<file path="src/rtl/snes_pkg.sv">
// Shared constants, state encoding and shift-word helper for the SNES pad emulator.
package snes_pkg;

    localparam int SNES_FRAME_BITS   = 16;
    localparam int SNES_BUTTON_COUNT = 12;

    localparam int BTN_B      = 0;
    localparam int BTN_Y      = 1;
    localparam int BTN_SELECT = 2;
    localparam int BTN_START  = 3;
    localparam int BTN_N      = 4;
    localparam int BTN_S      = 5;
    localparam int BTN_W      = 6;
    localparam int BTN_E      = 7;
    localparam int BTN_A      = 8;
    localparam int BTN_X      = 9;
    localparam int BTN_L      = 10;
    localparam int BTN_R      = 11;

    typedef enum logic [1:0] {
        ST_IDLE  = 2'd0,
        ST_LOAD  = 2'd1,
        ST_SHIFT = 2'd2,
        ST_DONE  = 2'd3
    } snes_state_e;

    // Wire format is active-low; the four unused trailing bits always read released.
    function automatic logic [SNES_FRAME_BITS-1:0] snes_word(
        input logic [SNES_BUTTON_COUNT-1:0] pressed
    );
        return {4'b1111, ~pressed};
    endfunction

endpackage

</file>
<file path="src/rtl/sync_edge.sv">
// N-flop synchronizer for one asynchronous pin, with single-cycle rise/fall pulses.
module sync_edge #(
    parameter int   STAGES    = 2,
    parameter logic RESET_VAL = 1'b0
) (
    input  logic clk,
    input  logic rst,
    input  logic async_in,
    output logic rise,
    output logic fall
);

    logic [STAGES-1:0] sync_q, sync_d;
    logic              prev_q, prev_d;

    always_comb begin
        sync_d = {sync_q[STAGES-2:0], async_in};
        prev_d = sync_q[STAGES-1];
    end

    // Reset to the pin's idle level so release from reset never looks like an edge.
    always_ff @(posedge clk or posedge rst) begin
        if (rst) begin
            sync_q <= {STAGES{RESET_VAL}};
            prev_q <= RESET_VAL;
        end else begin
            sync_q <= sync_d;
            prev_q <= prev_d;
        end
    end

    assign rise = sync_q[STAGES-1] & ~prev_q;
    assign fall = ~sync_q[STAGES-1] & prev_q;

endmodule

</file>
<file path="src/rtl/snes_controller_emulator.sv">
// SNES pad responder: latch loads the button word, console clock shifts it out active-low.
// Optional turbo feature is enabled by defining SNES_EMU_TURBO_EN.
module snes_controller_emulator
    import snes_pkg::*;
#(
    parameter int LINK_TIMEOUT = 2_500_000,
    parameter int SYNC_STAGES  = 2
`ifdef SNES_EMU_TURBO_EN
    ,
    parameter int TURBO_FRAMES = 4
`endif
) (
    input  logic        clk_50,
    input  logic        reset,
    input  logic        ctrl_latch,
    input  logic        ctrl_clk,
    input  logic [11:0] buttons,
`ifdef SNES_EMU_TURBO_EN
    input  logic [11:0] turbo_mask,
`endif
    output logic        ctrl_dout,
    output logic        frame_done,
    output logic        link_active,
    output logic [4:0]  bit_index,
    output logic [1:0]  dbg_state
);

    localparam logic [4:0] LAST_IDX = 5'(SNES_FRAME_BITS - 1);

    logic latch_rise, latch_fall;
    logic clk_rise, clk_fall_unused;

    sync_edge #(.STAGES(SYNC_STAGES), .RESET_VAL(1'b0)) u_sync_latch (
        .clk      (clk_50),
        .rst      (reset),
        .async_in (ctrl_latch),
        .rise     (latch_rise),
        .fall     (latch_fall)
    );

    sync_edge #(.STAGES(SYNC_STAGES), .RESET_VAL(1'b1)) u_sync_clk (
        .clk      (clk_50),
        .rst      (reset),
        .async_in (ctrl_clk),
        .rise     (clk_rise),
        .fall     (clk_fall_unused)
    );

    logic [11:0] buttons_eff;

`ifdef SNES_EMU_TURBO_EN
    // Frame counter runs 1..TURBO_FRAMES; the window flips on the latch that starts a new run.
    logic [31:0] tframe_q, tframe_d;
    logic        twin_q, twin_d;

    always_comb begin
        tframe_d = tframe_q;
        twin_d   = twin_q;
        if (latch_rise) begin
            if (tframe_q >= 32'(TURBO_FRAMES)) begin
                tframe_d = 32'd1;
                twin_d   = ~twin_q;
            end else begin
                tframe_d = tframe_q + 32'd1;
            end
        end
    end

    always_ff @(posedge clk_50 or posedge reset) begin
        if (reset) begin
            tframe_q <= 32'd0;
            twin_q   <= 1'b0;
        end else begin
            tframe_q <= tframe_d;
            twin_q   <= twin_d;
        end
    end

    assign buttons_eff = buttons & ~(turbo_mask & {12{twin_q}});
`else
    assign buttons_eff = buttons;
`endif

    snes_state_e state_q, state_d;
    logic [15:0] shift_q, shift_d;
    logic [4:0]  idx_q, idx_d;
    logic        done_q, done_d;
    logic [31:0] link_cnt_q, link_cnt_d;

    // Latch rise is checked before clock rise in every state, so it wins a same-cycle tie.
    always_comb begin
        state_d = state_q;
        shift_d = shift_q;
        idx_d   = idx_q;
        done_d  = 1'b0;
        case (state_q)
            ST_IDLE: begin
                if (latch_rise) begin
                    state_d = ST_LOAD;
                    shift_d = snes_word(buttons_eff);
                    idx_d   = 5'd0;
                end
            end
            ST_LOAD: begin
                shift_d = snes_word(buttons_eff);
                idx_d   = 5'd0;
                if (latch_fall) state_d = ST_SHIFT;
            end
            ST_SHIFT: begin
                if (latch_rise) begin
                    state_d = ST_LOAD;
                    shift_d = snes_word(buttons_eff);
                    idx_d   = 5'd0;
                end else if (clk_rise) begin
                    shift_d = {1'b1, shift_q[15:1]};
                    idx_d   = idx_q + 5'd1;
                    if (idx_q == LAST_IDX) begin
                        state_d = ST_DONE;
                        done_d  = 1'b1;
                    end
                end
            end
            ST_DONE: begin
                if (latch_rise) begin
                    state_d = ST_LOAD;
                    shift_d = snes_word(buttons_eff);
                    idx_d   = 5'd0;
                end
            end
            default: state_d = ST_IDLE;
        endcase
    end

    always_comb begin
        link_cnt_d = link_cnt_q;
        if (latch_rise) link_cnt_d = 32'(LINK_TIMEOUT);
        else if (link_cnt_q != 32'd0) link_cnt_d = link_cnt_q - 32'd1;
    end

    always_ff @(posedge clk_50 or posedge reset) begin
        if (reset) begin
            state_q    <= ST_IDLE;
            shift_q    <= 16'hFFFF;
            idx_q      <= 5'd0;
            done_q     <= 1'b0;
            link_cnt_q <= 32'd0;
        end else begin
            state_q    <= state_d;
            shift_q    <= shift_d;
            idx_q      <= idx_d;
            done_q     <= done_d;
            link_cnt_q <= link_cnt_d;
        end
    end

    // A real pad drives low once its shift register has emptied.
    always_comb begin
        ctrl_dout = 1'b1;
        case (state_q)
            ST_IDLE:  ctrl_dout = 1'b1;
            ST_LOAD:  ctrl_dout = shift_q[0];
            ST_SHIFT: ctrl_dout = shift_q[0];
            ST_DONE:  ctrl_dout = 1'b0;
            default:  ctrl_dout = 1'b1;
        endcase
    end

    assign frame_done  = done_q;
    assign link_active = (link_cnt_q != 32'd0);
    assign bit_index   = idx_q;
    assign dbg_state   = state_q;

endmodule

</file>
<file path="config.mk">
export PLATFORM = sky130hd
export DESIGN_NAME = snes_controller_emulator
export DESIGN_NICKNAME = d
export VERILOG_FILES = /design/src/rtl/snes_pkg.sv /design/src/rtl/sync_edge.sv /design/src/rtl/snes_controller_emulator.sv
export SDC_FILE = /design/constraint.sdc
export NUM_CORES = 1
export LEC_CHECK = 0
export ABC_AREA = 0
export BUFFER_PORTS_ARGS = -buffer_cell sky130_fd_sc_hd__buf_2
export CORE_ASPECT_RATIO = 0.5
export CORE_UTILIZATION = 59
export DETAILED_ROUTE_END_ITERATION = 10
export GPL_TIMING_DRIVEN = 0
export PLACE_DENSITY = 0.79
export SLEW_MARGIN = 10
export SYNTH_ARGS = -nofsm -noshare
export SYNTH_HDL_FRONTEND = slang
export SYNTH_SLANG_ARGS = --single-unit
</file>
<file path="constraint.sdc">
create_clock -name clk_50 -period 3.3 [get_ports clk_50]
set_input_delay 0.165 -clock clk_50 [delete_from_list [all_inputs] [get_ports clk_50]]
set_output_delay 0.165 -clock clk_50 [all_outputs]
set_load 0.02 [all_outputs]
</file>
# Word level (Yosys, flattened, before mapping)
# Cells that the tools add are included.
# Widths: inputs -> output; s select.
totals:
  elab_cells: 54
  register_bits: 62
  out_inout_bits: 10
  inputBits: 16
classes:
  eq_ne: 8
  n_addsub: 2
  n_reduce_logical: 7
  mux: 21
  n_bitwise: 7
op_table:
  columns: ["operator", "count"]
  rows:
  - ["$mux 32", 2]
  - ["$mux 16", 3]
  - ["$pmux 16 s3", 1]
  - ["$reduce_bool 32->1", 1]
  - ["$sub 32x1->32 const B", 1]
  - ["$mux 5", 3]
  - ["$pmux 5 s3", 1]
  - ["$not 12->12", 1]
  - ["$mux 2", 5]
  - ["$ne 3x3->1 const B", 2]
  - ["$pmux 2 s3", 1]
  - ["$add 5x1->5 const B", 1]
  - ["$eq 5x4->1 const B", 1]
  - ["$eq 2x2->1 const B", 2]
  - ["$mux 1", 4]
  - ["$reduce_and 4->1", 1]
  - ["$reduce_or 2->1", 2]
  - ["$and 1x1->1", 3]
  - ["$not 1->1", 3]
  - ["$pmux 1 s3", 1]
  - ["$eq 2x1->1 const B", 1]
  - ["$logic_not 2->1", 1]
  - ["$ne 2x1->1 const B", 1]
  - ["$ne 2x2->1 const B", 1]
  - ["other kinds (2)", 2]

# Longest topological paths before layout
# Gate-level depths: netlist of the first run.
depth:
  word_depth: 5
  mapped_depth: 8
  mapped_depth_nobuf: 7

# Hierarchy
# From an unflattened synthesis of the first run, not the netlist that was laid out.
unflattened:
  hier_cells: 325
  area_unflattened_um2: 3081.7
by_module_without_submodules:
  columns: ["mod", "instances", "area_per_inst_um2", "cells_per_inst", "seq_area_each_um2"]
  rows:
  - ["snes_controller_emulator", 1, 2890.3, 313, 1316.3]
  - ["sync_edge (u_sync_clk)", 1, 97.6, 6, 78.8]
  - ["sync_edge (u_sync_latch)", 1, 93.8, 6, 75.1]

# Worst setup path before layout of the first run
# Ideal clock, no wire load.
synth_path:
  path_type: "register to register"
  start: "reg link_cnt_q[23]"
  end: "reg link_cnt_q[9]"
  setup_time_ps: 137
  setup_slack_ps: 876
  synth_period_minus_slack_ps: 2424
  path_buffers: 3
  arrival_ps: 2287
  required_ps: 3163
  stages_incl_launch_ff: 9
  cell_sequence: "dfrtp_1 -> or4_4 -> buf_6 -> or4_4 -> buf_6 -> o31ai_4 -> buf_6 -> or3_2 -> a21oi_2"
synth_between:
  elab_chain_cells: 2
synth_rtl:
  columns: ["element", "line_no", "rtl"]
  rows:
  - ["start, declared", "snes_controller_emulator.sv:88", "logic [31:0] link_cnt_q, link_cnt_d;"]
  - ["start signal, assigned", "snes_controller_emulator.sv:152", "link_cnt_q <= link_cnt_d;"]
  - ["$reduce_bool 32->1", "snes_controller_emulator.sv:137", "else if (link_cnt_q != 32'd0) link_cnt_d = link_cnt_q - 32'd1;"]
  - ["$reduce_bool 2->1 (no line)", null, null]
# No other way between the ends.
# A chain may end at the register's enable or synchronous reset.

# Worst setup path after layout of the first run
layout_path:
  start: "reg link_cnt_q[23]"
  end: "reg link_cnt_q[11]"
# Same word-level chain as after synthesis.

==> results.rst, run 1 <==
.. list-table::
   :header-rows: 1

   * - Metric
     - Value
   * - Iteration-0 DRC count of the detailed router
     - around 150
   * - WL final
     - approximately 6.6 mm
   * - Number of I/O port buffers
     - 25
   * - Clock latency reported for the late side of the worst-skew pair
     - between 300 and 400 ps
   * - Dominant combinational cell family by area after synthesis
     - simple AND/OR/NAND/NOR gates
   * - Max Buffers Root-to-Sink
     - 2
   * - Worst-path maximum fanout
     - 10
   * - CTS tree
     - yes
   * - Critical Path End Type
     - flop
   * - Slew margin rel.
     - between 50 and 60%
   * - Share of power burned in the clock network
     - 27.3%
   * - Post-CTS clock slew at the launch and capture registers of the worst setup and hold paths
     - 70 ps
   * - Antenna diode instance count
     - 0
   * - Area of the core
     - between 4000 and 5000 um^2
   * - Setup-failing EPs final
     - 0
   * - Max-cap violation count
     - 0
   * - Die boundary width
     - roughly 100 um
   * - Top-Level Pins
     - 26
   * - Number of enable flip-flop cells after synthesis
     - 0
   * - Total of hold buffers inserted after clock tree synthesis
     - 4
   * - Tightest Pin Transition
     - 666 ps
   * - Post-Synth XOR/XNOR Area
     - about 4.1%
   * - Arrival time reported for the critical path endpoint
     - around 2800 ps
   * - DPL Wire Length
     - about 4.5 mm
   * - Overall die area
     - approximately 5400 um^2
   * - Number of buffers created by CTS
     - 9
   * - TNS Setup
     - 0 ps
   * - Critical setup path kind
     - flop to flop
   * - Area growth, synth to finish
     - 14.7%
   * - Static Leak
     - about 1.4 nW
   * - H-Tree Depth
     - 3
   * - Adder-cell share of the synthesized area
     - a little under 3%
   * - Instance count after placement with tap cells included
     - between 300 and 400
   * - Final worst clock skew
     - between 7 and 8 ps
   * - # DRC
     - 0
   * - Via count of the routed design
     - ~2500
   * - Sw power
     - approximately 0.00073 W
   * - Synthesized instance count
     - between 300 and 400
   * - Highest clock rate
     - about 0.39 GHz
   * - Period Utilization, post-route
     - about 79%
   * - Proportion of register bits with asynchronous set or reset after synthesis
     - 100%
   * - Cell variety after synth
     - between 50 and 60
   * - First-pass GRT wire length
     - 11.2 mm
   * - Category of the worst setup path launch point
     - flop
   * - Post-layout nets
     - ~370
   * - Pin count of the biggest net entering global routing
     - 40
   * - Resize count post-CTS
     - 0
   * - Number of clock sinks
     - slightly below 60
   * - PD cells
     - just over 600 nW/um^2
   * - Post-Layout Cell Count
     - around 420
   * - Outcome
     - complete, no violations
   * - Row cnt
     - 17
   * - Average footprint of a synthesized cell
     - between 9 and 10 um^2
   * - Total setup buffers inserted after CTS
     - 0
   * - Number of synthesized register bits
     - just under 60
   * - Weighted congestion at the end of routability-driven global placement
     - between 0.8 and 0.9
   * - Critical Path Slowest Stage Cell
     - or4_4
   * - Unrepaired setup endpoints after global routing
     - false
   * - Peak supply drop
     - 327 uV
   * - Placement Cell Area
     - roughly 3200 um^2
   * - Mux contribution to synthesized area
     - less than 1%
   * - Synth Area in Compound Gates
     - between 15 and 20%
   * - Average wire per cell in the routed design
     - roughly 16 um
   * - Synth Warn #
     - 0
   * - Post-synthesis share of cell area spent on and, or, nand and nor gates
     - 23.1%
   * - Cells traversed along the worst timing path
     - or4_4 > buf_6 > or4_4 > buf_6 > o31ai_4 > buf_6 > or3_2 > a21oi_2
   * - Delay of the slowest cell on the worst path
     - around 550 ps
   * - Relative contribution of combinational cells to total power
     - 25.9%
   * - Vertical extent of the die
     - approximately 52 um
   * - Number of routed nets with antenna violations
     - 0
   * - Required time reported for the critical path endpoint
     - approximately 3500 ps
   * - Slack of the worst reg-to-reg path
     - a little over 700 ps
   * - Portion of the post-synthesis area used by sequential elements
     - 49.2%
   * - All-layer global routing usage
     - around 29%
   * - Register share of total power
     - around 47%
   * - Crit path top cell by count
     - buf_6
   * - Flip-flop cell with the highest count after synthesis
     - dfrtp_1
   * - Vias in the first global route
     - approximately 2500
   * - Clock root buffer
     - clkbuf_8
   * - Post-synth net total
     - 328
   * - Detailed-routing iteration count for the pre-antenna-repair pass
     - 7
   * - Proportion of layout cells with a drive suffix above 1
     - 23.6%
   * - Final hold viol count
     - 0
   * - Via-per-instance ratio
     - approximately 6
   * - Fraction of power spent switching nets
     - between 30% and 40%
   * - Max-slew violation count
     - 0
   * - Netlist area before placement
     - around 3000 um^2
   * - Min Clock Period, post-route
     - approximately 2600 ps
   * - Initial antenna violation count
     - 0
   * - Initial core utilization
     - 64.5%
   * - HP Class
     - primary input to flop
   * - Cell-internal power
     - 0.00138 W
   * - Post-route cell area
     - between 3000 and 4000 um^2
   * - Remaining Overflow, GRT
     - 0
-- path summary, 6_finish.rpt --
kind                                                   from                                to  cells after the start
setup / recovery                 link_cnt_q[23]$_DFFE_PP0P_        link_cnt_q[11]$_DFFE_PP0P_                      8
min in group asynchronous                             reset          dbg_state[0]$_DFFE_PP0P_                      3
setup reg to reg                 link_cnt_q[23]$_DFFE_PP0P_        link_cnt_q[11]$_DFFE_PP0P_                      8
hold / removal                                   buttons[3]            shift_q[3]$_DFFE_PP1P_                      4
max in group asynchronous                             reset            shift_q[8]$_DFFE_PP1P_                      4
hold reg to reg            u_sync_latch.sync_q[0]$_DFF_PP0_  u_sync_latch.sync_q[1]$_DFF_PP0_                      0
-- cell families (layout without fill, tap and decap cells) --
logic type,Yosys count,in the layout
and+or+nand+nor,126,126
AOI/OAI and AO/OA,74,74
DFF,58,58
buffers and inverters,25,71
xor gates and xnor gates,14,14
adders and majority gates,7,7
muxes,1,1
-- area by class of cell --
type	instances	area (um^2)
multi-input cells	222	1380
repair buffers	30	185
well taps	66	82.6
fillers	357	1210
flip-flops and latches	58	1470
clock buffers	11	141
clock inverters	5	30.0
plain buffers	16	106
inverters	9	33.8
-- synth_stat cells (4+ instances only) --
| library cell | count | area (um^2) |
|---|---|---|
| clkbuf_1 | 8 | 30.0 |
| a21oi_2 | 4 | 35.0 |
| inv_1 | 9 | 33.8 |
| xnor2_1 | 6 | 52.6 |
| nand3_1 | 7 | 35.0 |
| or3_1 | 4 | 25.0 |
| nand4_1 | 8 | 50.1 |
| or3_2 | 5 | 37.5 |
| nor2_1 | 25 | 93.8 |
| xor2_1 | 8 | 70.1 |
| or4_1 | 6 | 45.0 |
| o21ai_0 | 36 | 180 |
| ha_1 | 7 | 87.6 |
| buf_6 | 5 | 56.3 |
| dfrtp_1 | 43 | 1080 |
| o31ai_1 | 8 | 60.1 |
| a21oi_1 | 10 | 50.1 |
| nand2_1 | 33 | 124 |
| nor3_1 | 10 | 50.1 |
| dfstp_2 | 15 | 394 |
-- worst max-delay path, delay by kind of cell, from the launching register on --
family                 cells  cell delay, ps
and+or+nand+nor            3            1190
buffers and inverters      3             490
DFF                        1             440
AOI/OAI and AO/OA          2             340
-- routing by layer --
metal	global-route usage (%)	routed length [um]	up-vias
met4	11.4	99	0
met2	49.0	3080	87
li1	-	-	1190
met1	34.0	2890	1203
met3	9.07	491	19
met5	0	0	-
-- power groups by stage --
stage	Clock (W)	Sequential [W]	Combinational (W)
3_3_place_gp	0	0.000987	0.000504
5_1_grt	0.000615	0.00100	0.000629
3_5_place_dp	0	0.000995	0.000541
4_1_cts	0.000582	0.000983	0.000548
6_report	0.000576	0.000985	0.000547
2_1_floorplan	0	0.000985	0.000385
-- cells in the final DEF, fill, tap and decap left out, drive strengths merged, types with 9 or more instances in the layout --
master and instances:
dfrtp 43, o21ai 38, nand2 33, buf 33, nor2 25, clkbuf 19, dfstp 15, a21oi 14
nor3 11, o31ai 9, inv 9, or4 9, or3 9
-- stage by stage --
stage | utilization [%] | hold slack [ps] | setup WS (ps) | total power (W)
5_1_grt | 74.0 | 69.1 | 615 | 0.00224
2_1_floorplan | - | 169 | 876 | 0.00137
4_1_cts | 74.0 | 50.9 | 715 | 0.00211
6_report | 74.0 | 55.8 | 709 | 0.00211
3_3_place_gp | 69.0 | 270 | 739 | 0.00149
3_5_place_dp | 69.4 | 190 | 730 | 0.00154
-- state kept, by name, summed over array words and instances (netlist names) --
| name | cells |
|---|---|
| u_sync_clk.sync_q | 2 |
| u_sync_latch.sync_q | 2 |
| dbg_state | 2 |
| shift_q | 12 |
| u_sync_clk.prev_q | 1 |
| link_cnt_q | 32 |
| bit_index | 5 |
| frame_done | 1 |
| u_sync_latch.prev_q | 1 |
No activity file was read; power rests on OpenSTA's default activity.
==> run 2, diff against run 1 <==
--- a/config.mk
+++ b/config.mk
@@ -8,10 +8,10 @@
 export ABC_AREA = 0
 export BUFFER_PORTS_ARGS = -buffer_cell sky130_fd_sc_hd__buf_2
 export CORE_ASPECT_RATIO = 0.5
-export CORE_UTILIZATION = 59
+export CORE_UTILIZATION = 53
 export DETAILED_ROUTE_END_ITERATION = 10
 export GPL_TIMING_DRIVEN = 0
-export PLACE_DENSITY = 0.79
+export PLACE_DENSITY = 0.75
 export SLEW_MARGIN = 10
 export SYNTH_ARGS = -nofsm -noshare
 export SYNTH_HDL_FRONTEND = slang
==> constraint.sdc (replaced) <==
create_clock -name clk_50 -period 2.34 [get_ports clk_50]
set_input_delay 0.117 -clock clk_50 [delete_from_list [all_inputs] [get_ports clk_50]]
set_output_delay 0.117 -clock clk_50 [all_outputs]
set_load 0.02 [all_outputs]
==> results.rst, run 2 (synthesis results as in run 1) <==
.. list-table::
   :header-rows: 1

   * - Metric
     - Value
   * - Outcome
     - complete, no violations
   * - HP Class
     - primary input to flop
   * - Antenna diode instance count
     - 0
   * - Post-Layout Cell Count
     - about 430
   * - Final hold viol count
     - 0
   * - Final worst slack
     - 60.1 ps
   * - Relative contribution of combinational cells to total power
     - between 20% and 30%
   * - Max Buffers Root-to-Sink
     - 2
   * - Routing usage on met1
     - between 20% and 30%
   * - Number of buffers created by CTS
     - 9
   * - Vertical extent of the die
     - approximately 55 um
   * - Arrival time reported for the critical path endpoint
     - about 2500 ps
   * - Required time reported for the critical path endpoint
     - roughly 2500 ps
   * - Max-slew violation count
     - 0
   * - H-Tree Depth
     - 3
   * - Top-Level Pins
     - 26
   * - Post-place setup slack
     - -159 ps
   * - Placement Cell Area
     - 3220 um^2
   * - Area growth, synth to finish
     - 23.8%
   * - First-pass GRT wire length
     - 10.8 mm
   * - Worst reg2reg path startpoint
     - link_cnt_q[20]$_DFFE_PP0P_
   * - Instance count after placement with tap cells included
     - 401
   * - Number of I/O port buffers
     - 25
   * - Average wire per cell in the routed design
     - approximately 16 um
   * - Number of stages on the worst hold path
     - 4
   * - Fillcell total
     - between 300 and 400
   * - Min Clock Period, post-route
     - between 2000 and 2500 ps
   * - Tightest Pin Transition
     - around 600 ps
   * - Met2 demand-to-capacity share in global routing
     - between 40% and 50%
   * - Area of the core
     - between 5000 and 6000 um^2
   * - Leading cell types in the layout, fill and taps excluded
     - dfrtp_1 (42), o21ai_0 (36), nand2_1 (33), buf_2 (26), nor2_1 (24)
   * - Category of the worst setup path launch point
     - flop
   * - Row cnt
     - 18
   * - Most congested layer reported by global routing
     - met2
   * - Post-CTS clock slew at the launch and capture registers of the worst setup and hold paths
     - about 50 ps
   * - Fraction of power spent switching nets
     - 31.0%
   * - Post-route cell area
     - 3700 um^2
   * - Max reg flops
     - 32
   * - Peak supply drop
     - approximately 730 uV
   * - Vias in the first global route
     - ~2400
   * - Initial antenna violation count
     - 0
   * - WL final
     - about 6.9 mm
   * - Weighted congestion at the end of routability-driven global placement
     - 0.831
   * - All-layer global routing usage
     - around a quarter
   * - Cell-internal power
     - around 0.0024 W
   * - TNS Setup
     - 0 ps
   * - Max-cap violation count
     - 0
   * - Proportion of layout cells with a drive suffix above 1
     - 29.1%
   * - Clock latency reported for the late side of the worst-skew pair
     - 320 ps
   * - Period Utilization, post-route
     - 97.4%
   * - Critical Path End Type
     - flop
   * - PD cells
     - 950 nW/um^2
   * - Overall die area
     - a little under 6000 um^2
   * - Clock root buffer
     - clkbuf_16
   * - Worst-path maximum fanout
     - 6
   * - Number of cells on the worst reg-to-reg path
     - 7
   * - Hold Crit Endpoint
     - shift_q[7]$_DFFE_PP1P_
   * - Slew margin rel.
     - roughly 60%
   * - Register share of total power
     - 39.9%
   * - # DRC
     - 0
   * - Iteration-0 DRC count of the detailed router
     - 198
   * - Slack of the worst reg-to-reg path
     - approximately 60 ps
   * - Setup-failing EPs final
     - 0
   * - Detailed-routing iteration count for the pre-antenna-repair pass
     - 4
   * - DPL Wire Length
     - around 4.4 mm
   * - Sw power
     - 0.00109 W
   * - Die boundary width
     - 108 um
   * - Global routing usage on met3
     - under 10%
   * - Source of the worst hold timing path
     - buttons[7]
   * - Remaining Overflow, GRT
     - 0
   * - Number of clock sinks
     - a little under 60
   * - Post-layout nets
     - approximately 380
   * - Via count of the routed design
     - around 2500
   * - Pin count of the biggest net entering global routing
     - 38
   * - Most common library cell in the layout ignoring fill and taps
     - dfrtp_1
   * - Static Leak
     - about 1.6 nW
   * - Number of routed nets with antenna violations
     - 0
   * - Initial core utilization
     - 57.7%
   * - Via-per-instance ratio
     - a little under 6
   * - Highest clock rate
     - around 0.44 GHz
   * - Final worst clock skew
     - around 7.4 ps
   * - Share of power burned in the clock network
     - around 38%
   * - Biggest register
     - link_cnt_q
   * - Critical setup path kind
     - flop to flop
   * - CTS tree
     - yes
   * - Critical register-to-register path endpoint
     - link_cnt_q[11]$_DFFE_PP0P_
==> run 2: changes by cell type in the layout (fill, tap and decap cells not counted), moves of 2 or more <==
cell and change:
clkbuf_2 +2, clkbuf_1 -2, clkbuf_16 +9, clkinv_2 -2, nor4_4 +2, clkbuf_8 -8, buf_4 +13, nor4_1 -2
==> run 2: power groups by stage <==
| stage | combinational (W) | clock [W] | sequential, W |
|---|---|---|---|
| detailed placement | 0.000750 | 0 | 0.00140 |
| global route | 0.000876 | 0.00138 | 0.00142 |
| floorplan | 0.000543 | 0 | 0.00139 |
| CTS | 0.000774 | 0.00134 | 0.00139 |
| finish | 0.000784 | 0.00133 | 0.00140 |
| global placement | 0.000722 | 0 | 0.00139 |
==> run 2: what timing repair did <==
item                                   CTS  global route
buffers inserted                         5             7
setup endpoints to repair               25            33
pin swaps                                3             4
resized for setup                        6            13
endpoints found under the hold margin   11             0
gates cloned                             1             0
hold buffers                             4             0
==> run 2: cell type report <==
| type | count | area, um^2 | share of cell area, % |
|---|---|---|---|
| Buffer | 13 | 82.6 | 2.23 |
| Multi-Input combinational cell | 222 | 1440 | 38.8 |
| Timing Repair Buffer | 43 | 283 | 7.64 |
| Clock inverter | 4 | 51.3 | 1.39 |
| Inverter | 9 | 33.8 | 0.912 |
| Clock buffer | 12 | 256 | 6.93 |
| Sequential cell | 58 | 1470 | 39.7 |
| Tap cell | 70 | 87.6 | 2.37 |
==> run 2: per-layer routing <==
layer / up-vias / share of wire [%]
met2: 65 / 48
met4: 0 / 0.72
met5: - / 0
met1: 1203 / 46
li1: 1210 / -
met3: 9 / 5.2
==> run 2: critical path, cell delays in order (launching register included) <==
cell and delay, ps:
dfrtp_2 420, or3_4 390, buf_6 140, or4_4 570, o31ai_4 280, buf_6 170, or3_2 120, a21oi_2 50
==> run 2: worst max path at each step <==
stage / from / end / cells after the start
final: link_cnt_q[20]$_DFFE_PP0P_ / link_cnt_q[11]$_DFFE_PP0P_ / 7
after floorplan: link_cnt_q[24]$_DFFE_PP0P_ / link_cnt_q[9]$_DFFE_PP0P_ / 8
after global placement: link_cnt_q[10]$_DFFE_PP0P_ / link_cnt_q[27]$_DFFE_PP0P_ / 6
after detailed placement: link_cnt_q[2]$_DFFE_PP0P_ / link_cnt_q[28]$_DFFE_PP0P_ / 5
after global routing: link_cnt_q[20]$_DFFE_PP0P_ / link_cnt_q[11]$_DFFE_PP0P_ / 7
after CTS: link_cnt_q[0]$_DFFE_PP0P_ / link_cnt_q[24]$_DFFE_PP0P_ / 8
==> run 2: through the flow <==
stage	hold WS, ps	total power, W	utilization (%)
floorplan	121	0.00193	-
global placement	223	0.00212	61.8
detailed placement	158	0.00215	62.2
CTS	43.7	0.00350	69.6
global route	66.3	0.00368	71.5
finish	49.5	0.00352	71.5
